--- src/rtl/seg7_scan_driver_if.sv ---
`default_nettype none
// +----------------------------------------------------------------------------+
// | seg7_scan_driver_if: write port and display bus of the 7-segment driver.   |
// | Revision: 1.0                                                              |
// +----------------------------------------------------------------------------+
interface seg7_scan_driver_if;
  logic        load;
  logic [15:0] value;
  logic [3:0]  dp_in;
  logic [2:0]  mode;
  logic [11:0] digi;
  logic        frame_tick;
  logic        pending;

  modport master (
    output load, value, dp_in, mode,
    input  digi, frame_tick, pending
  );

  modport slave (
    input  load, value, dp_in, mode,
    output digi, frame_tick, pending
  );
endinterface
`default_nettype wire

--- src/rtl/seg7_scan_driver.sv ---
`default_nettype none
// +----------------------------------------------------------------------------+
// | seg7_scan_driver: double-buffered 4-digit common-anode 7-segment scanner.  |
// | Revision: 1.0                                                              |
// +----------------------------------------------------------------------------+
module seg7_scan_driver #(
  parameter int SCAN_DIV     = 50000,
  parameter int GUARD        = 16,
  parameter int BLINK_FRAMES = 125
) (
  input  wire logic     clk,
  input  wire logic     reset,
  seg7_scan_driver_if.slave bus
);
  localparam int c_CNT_W = (SCAN_DIV > 1) ? $clog2(SCAN_DIV) : 1;
  localparam int c_FRM_W = (BLINK_FRAMES > 1) ? $clog2(BLINK_FRAMES) : 1;
  localparam logic [c_CNT_W-1:0] c_CNT_LAST = c_CNT_W'(SCAN_DIV - 1);
  localparam logic [c_CNT_W-1:0] c_CNT_ONE  = c_CNT_W'(1);
  localparam logic [c_CNT_W-1:0] c_GUARD    = c_CNT_W'(GUARD);
  localparam logic [c_FRM_W-1:0] c_FRM_LAST = c_FRM_W'(BLINK_FRAMES - 1);
  localparam logic [c_FRM_W-1:0] c_FRM_ONE  = c_FRM_W'(1);

  logic [c_CNT_W-1:0] r_cnt;
  logic [1:0]         r_idx;
  logic [c_FRM_W-1:0] r_frm;
  logic               r_phase;
  logic [15:0]        r_pend_value, r_act_value;
  logic [3:0]         r_pend_dp, r_act_dp;
  logic [2:0]         r_pend_mode, r_act_mode;
  logic               r_pending;
  logic [11:0]        r_digi;

  logic               w_frame_end;
  logic [3:0]         w_nibble;
  logic               w_upper_zero;
  logic               w_blank;
  logic               w_dark;
  logic [6:0]         w_seg;
  logic [3:0]         w_anodes;
  logic               w_dp_n;
  logic [11:0]        w_digi_next;

  assign w_frame_end    = (r_cnt == c_CNT_LAST) && (r_idx == 2'd3);
  assign bus.frame_tick = w_frame_end;
  assign bus.pending    = r_pending;
  assign bus.digi       = r_digi;

  always_ff @(posedge clk or posedge reset) begin
    if (reset) begin
      r_cnt   <= '0;
      r_idx   <= 2'd0;
      r_frm   <= '0;
      r_phase <= 1'b0;
    end else begin
      if (r_cnt == c_CNT_LAST) begin
        r_cnt <= '0;
        r_idx <= r_idx + 2'd1;
      end else begin
        r_cnt <= r_cnt + c_CNT_ONE;
      end
      if (w_frame_end) begin
        if (r_frm == c_FRM_LAST) begin
          r_frm   <= '0;
          r_phase <= ~r_phase;
        end else begin
          r_frm <= r_frm + c_FRM_ONE;
        end
      end
    end
  end

  // A load on the frame-end cycle bypasses the pending buffer entirely.
  always_ff @(posedge clk or posedge reset) begin
    if (reset) begin
      r_pend_value <= 16'h0000;
      r_pend_dp    <= 4'h0;
      r_pend_mode  <= 3'b000;
      r_act_value  <= 16'h0000;
      r_act_dp     <= 4'h0;
      r_act_mode   <= 3'b000;
      r_pending    <= 1'b0;
    end else begin
      if (bus.load) begin
        r_pend_value <= bus.value;
        r_pend_dp    <= bus.dp_in;
        r_pend_mode  <= bus.mode;
      end
      if (w_frame_end) begin
        if (bus.load) begin
          r_act_value <= bus.value;
          r_act_dp    <= bus.dp_in;
          r_act_mode  <= bus.mode;
        end else if (r_pending) begin
          r_act_value <= r_pend_value;
          r_act_dp    <= r_pend_dp;
          r_act_mode  <= r_pend_mode;
        end
        r_pending <= 1'b0;
      end else if (bus.load) begin
        r_pending <= 1'b1;
      end
    end
  end

  always_comb begin
    w_nibble     = r_act_value[3:0];
    w_upper_zero = 1'b0;
    case (r_idx)
      2'd0: begin w_nibble = r_act_value[3:0];   w_upper_zero = 1'b0; end
      2'd1: begin w_nibble = r_act_value[7:4];   w_upper_zero = (r_act_value[15:4]  == 12'h000); end
      2'd2: begin w_nibble = r_act_value[11:8];  w_upper_zero = (r_act_value[15:8]  == 8'h00); end
      default: begin w_nibble = r_act_value[15:12]; w_upper_zero = (r_act_value[15:12] == 4'h0); end
    endcase
  end

  always_comb begin
    w_seg = 7'b1111111;
    case (w_nibble)
      4'h0: w_seg = 7'b1000000;
      4'h1: w_seg = 7'b1111001;
      4'h2: w_seg = 7'b0100100;
      4'h3: w_seg = 7'b0110000;
      4'h4: w_seg = 7'b0011001;
      4'h5: w_seg = 7'b0010010;
      4'h6: w_seg = 7'b0000010;
      4'h7: w_seg = 7'b1111000;
      4'h8: w_seg = 7'b0000000;
      4'h9: w_seg = 7'b0010000;
      4'hA: w_seg = 7'b0001000;
      4'hB: w_seg = 7'b0000011;
      4'hC: w_seg = 7'b1000110;
      4'hD: w_seg = 7'b0100001;
      4'hE: w_seg = 7'b0000110;
      default: w_seg = 7'b0001110;
    endcase
  end

  // A disabled display drives the whole bus idle, segments included.
  assign w_blank     = r_act_mode[1] && (r_idx != 2'd0) && w_upper_zero;
  assign w_dark      = !r_act_mode[0] || (r_cnt < c_GUARD) ||
                       (r_act_mode[2] && r_phase) || w_blank;
  assign w_anodes    = w_dark ? 4'hF : ~(4'b0001 << r_idx);
  assign w_dp_n      = w_blank | ~r_act_dp[r_idx];
  assign w_digi_next = r_act_mode[0] ? {w_anodes, w_dp_n, w_seg} : 12'hFFF;

  always_ff @(posedge clk or posedge reset) begin
    if (reset) begin
      r_digi <= 12'hFFF;
    end else begin
      r_digi <= w_digi_next;
    end
  end
endmodule
`default_nettype wire

--- src/flat_wrapper.sv ---
// flat-port wrapper written by rule: the top's interface ports become plain ports
module seg7_scan_driver_flat 
#(
  parameter int SCAN_DIV     = 50000,
  parameter int GUARD        = 16,
  parameter int BLINK_FRAMES = 125
)
  (clk, reset, bus_load, bus_value, bus_dp_in, bus_mode, bus_digi, bus_frame_tick, bus_pending);
  seg7_scan_driver_if bus_i ();
  input  wire logic clk;
  input  wire logic reset;
  input wire logic [$bits(bus_i.load)-1:0] bus_load;
  input wire logic [$bits(bus_i.value)-1:0] bus_value;
  input wire logic [$bits(bus_i.dp_in)-1:0] bus_dp_in;
  input wire logic [$bits(bus_i.mode)-1:0] bus_mode;
  output wire logic [$bits(bus_i.digi)-1:0] bus_digi;
  output wire logic [$bits(bus_i.frame_tick)-1:0] bus_frame_tick;
  output wire logic [$bits(bus_i.pending)-1:0] bus_pending;
  assign bus_i.load = bus_load;
  assign bus_i.value = bus_value;
  assign bus_i.dp_in = bus_dp_in;
  assign bus_i.mode = bus_mode;
  assign bus_digi = bus_i.digi;
  assign bus_frame_tick = bus_i.frame_tick;
  assign bus_pending = bus_i.pending;
  seg7_scan_driver #(.SCAN_DIV(SCAN_DIV), .GUARD(GUARD), .BLINK_FRAMES(BLINK_FRAMES)) u_core (.clk(clk), .reset(reset), .bus(bus_i));
endmodule
--- config.mk ---
export PLATFORM = sky130hd
export DESIGN_NAME = seg7_scan_driver_flat
export DESIGN_NICKNAME = d
export VERILOG_FILES = /design/src/rtl/seg7_scan_driver_if.sv /design/src/rtl/seg7_scan_driver.sv /design/src/flat_wrapper.sv
export SDC_FILE = /design/constraint.sdc
export NUM_CORES = 1
export LEC_CHECK = 0
export CAP_MARGIN = 20
export CORE_MARGIN = 4
export CORE_UTILIZATION = 23
export DETAILED_ROUTE_END_ITERATION = 8
export PLACE_DENSITY = 0.41
export SLEW_MARGIN = 0
export SYNTH_ARGS = -nofsm -noshare
export SYNTH_HDL_FRONTEND = slang
export SYNTH_SLANG_ARGS = --single-unit
--- constraint.sdc ---
create_clock -name clk -period 3.3 [get_ports clk]
set_clock_uncertainty 0.15 [all_clocks]
set_input_delay 0.33 -clock clk [delete_from_list [all_inputs] [get_ports clk]]
set_output_delay 0.33 -clock clk [all_outputs]
set_load 0.005 [all_outputs]
==> metrics.cfg <==
[critical_path]
worstSetupEndpoint = bus_frame_tick
rr_startpoint = u_core.r_idx[0]$_DFFE_PP0N_
r2r_end = u_core.bus.digi[0]$_DFF_PP1_
cp.required_ns = 2.82
crit_path_end_kind = output port
critPathKind = register to output port
crit_fanout = 7
cp-start-kind = register
cp.arrival_ns = 2.55
r2r_cells = 10
r2r_slack_ns = 0.62
crit_start = u_core.r_cnt[0]$_DFF_PP0_

[yosys]
synth_largest_area_cell = dfrtp_1
avgSynthCellArea_um2 = 12.4
synth_edf_count = 0
synth_cell_types = 45
synth_top_area_share_pct = 46.9
ys_seq_area_share_pct = 55.0
yosysWarnings = 0
ys_top_cells_by_area = dfrtp_1, mux2_2, dfstp_2
synth_cells = 315
ys.flop_type = dfrtp_1
ys_seq_elements = 85
syn-num-nets = 354
async_reset_ff_share_pct = 100
syn_area_um2 = 3900

[final_layout]
nets = 398
diodes = 0
syn_to_final_growth_pct = 24.3
post-route-util_pct = 29.2
layout-drive-gt1-share_pct = 22.8
num-fill-cells = 1689

[floorplanning]
dieArea_um2 = 19100
core_area_um2 = 16600
pin_count = 40
die_h_um = 138
row_count = 47
die_w_um = 138
start_util_pct = 23.5

[cts]
numCtsBuffers = 9
clock_sinks = 85
cts_tree = built
clk_pin_slew_worst_paths_ns = 0.06
cts_resized = 0
htree_levels = 3
clock_latency_ns = 0.35
clockBufferDepth = 2
cts_root_buffer = clkbuf_16
post_cts_buffers = 0
cts-hold-fix-buffers = 0

[detailed_routing]
ant_nets = 0
drt_iter0_drc = 174
wl_per_cell_um = 14.6
vias = 2606
vias_per_cell = 4.46
dr.pass1.iters = 7
wl_um = 8520
drcViolationCount = 0

[placement]
io_buffers = 39
dp_hpwl_um = 5880
globalplace.congestion = 0.801
pre_cts_slack_ns = 0.626

[sta]
rsz0062_at_grt = false
slew_headroom_pct = 57.9
period_needed_ns = 3.03
fin_crit_sh_pct = 91.9
fmax_mhz = 330
setup_ws_ns = 0.266
drv_slew = 0
setup_viol = 0
worst_slew_pin_slew_ns = 0.631
hold_viol_final = 0
final.setup.tns_ns = 0
fin_worst_hold_slack_ns = 0.258

[pwr]
switching_power_uw = 511
seqPwrFrac_pct = 48.7
p_per_area_nw_per_um2 = 468
p_int_uw = 1750
swShare_pct = 22.5
clkPwrFrac_pct = 44.8
leakagePower_uw = 0.00200
pwr-share-comb_pct = 6.4
ir_drop_uv = 251

[global_routing]
grt_pass1_wl_um = 14300
overflow = 0
grt_usage_pct = 9.38
grt_pass1_vias = 2664
antenna_found_initial = 0
grt_max_degree = 86

[flow_run]
maxCapViolCount = 0

[min_path]
min_path_type = primary input to async pin

[run_status]
outcome = finished clean

[placed cells by master, fill, tap and decap left out, types with 3 or more instances in the layout]
master and instances:
and3_1 3, clkdlybuf4s50_1 39, ha_1 13, nand2_1 11, and4_1 4, xnor2_1 11
a21oi_1 4, nor4_1 4, a21o_1 3, dfrtp_1 73, o211ai_1 4, nand3_1 18
mux2i_1 4, mux2_2 48, inv_1 11, dfstp_2 12, buf_4 3, nor2b_1 3
a31oi_1 4, nand4_1 6, o21ai_0 8, nor2_1 20, nor3_1 5, clkbuf_16 9
clkinv_2 4, or3_1 3, a222oi_1 4, xor2_1 4
[metal layers]
metal	global-route usage, %	vias to the layer above	share of wire [%]
met4	2.96	0	1.4
met1	11.4	1290	45
met2	15.4	53	49
met5	0	-	0
met3	3.63	12	5.0
li1	-	1251	-
[synth_stat cells (4+ instances only)]
cell type,instances
dfrtp_1,73
mux2_2,48
nor2_1,20
nand3_1,18
ha_1,13
dfstp_2,12
inv_1,12
nand2_1,11
xnor2_1,11
o21ai_0,8
nand4_1,6
clkbuf_1,5
nor3_1,5
a21oi_1,4
a222oi_1,4
a31oi_1,4
and4_1,4
mux2i_1,4
nor4_1,4
o211ai_1,4
xor2_1,4
[cell type report]
class / instances / area, µm² / area share, %
Sequential cell: 85 / 2140 / 44.2
Multi-Input combinational cell: 207 / 1650 / 34.1
Clock inverter: 6 / 62.6 / 1.29
Inverter: 13 / 50.0 / 1.03
Tap cell: 220 / 275 / 5.68
Clock buffer: 10 / 229 / 4.73
Timing Repair Buffer: 43 / 433 / 8.94
[cell families after synthesis]
group | after synthesis | synth area share, %
xor gates and xnor gates | 15 | 3.37
adders and majority gates | 13 | 4.17
and+or+nand+nor | 82 | 11.1
AOI/OAI and AO/OA | 44 | 8.28
DFF | 85 | 55.0
buffers and inverters | 23 | 2.66
muxes | 53 | 15.5
[state kept, by name, indices dropped and copies added (netlist names)]
register and flops:
u_core.r_frm 7, u_core.bus.pending 1, u_core.r_act_mode 3, u_core.r_phase 1, u_core.r_pend_dp 4, u_core.r_idx 2
u_core.r_act_dp 4, u_core.r_pend_mode 3, u_core.r_cnt 16, u_core.r_act_value 16, u_core.r_pend_value 16, u_core.bus.digi 12
[worst max-delay path, stage by stage, from the launching register on]
cell and delay (ns):
dfrtp_1 0.40, ha_1 0.21, nand3_2 0.16, or3_1 0.54, nor2_1 0.33, clkdlybuf4s50_1 0.57
[through the flow]
| stage | instance area [µm²] | power (µW) | std cells |
|---|---|---|---|
| floorplan | 3900 | 1200 | 315 |
| global placement | 4550 | 1270 | 568 |
| detailed placement | 4550 | 1280 | 568 |
| CTS | 4840 | 2300 | 584 |
| global route | 4840 | 2370 | 584 |
| finish | 4840 | 2270 | 584 |
[power groups by stage]
stage / logic (µW) / clock network [µW] / registers [µW]
CTS: 152 / 1040 / 1100
floorplan: 85.8 / 0 / 1120
global placement: 150 / 0 / 1120
finish: 146 / 1020 / 1100
global route: 165 / 1100 / 1110
detailed placement: 151 / 0 / 1120
[worst min-delay path by stage]
stage	start	cells after the start	slack, ns	to
floorplan	u_core.r_phase$_DFFE_PP0P_	1	0.30	u_core.r_phase$_DFFE_PP0P_
global placement	u_core.r_phase$_DFFE_PP0P_	1	0.31	u_core.r_phase$_DFFE_PP0P_
global route	reset	3	0.29	u_core.r_cnt[3]$_DFF_PP0_
CTS	reset	3	0.28	u_core.r_cnt[3]$_DFF_PP0_
finish	reset	3	0.26	u_core.r_pend_dp[1]$_DFFE_PP0P_
detailed placement	u_core.r_phase$_DFFE_PP0P_	1	0.32	u_core.r_phase$_DFFE_PP0P_
(Power assumes the default switching activity.)
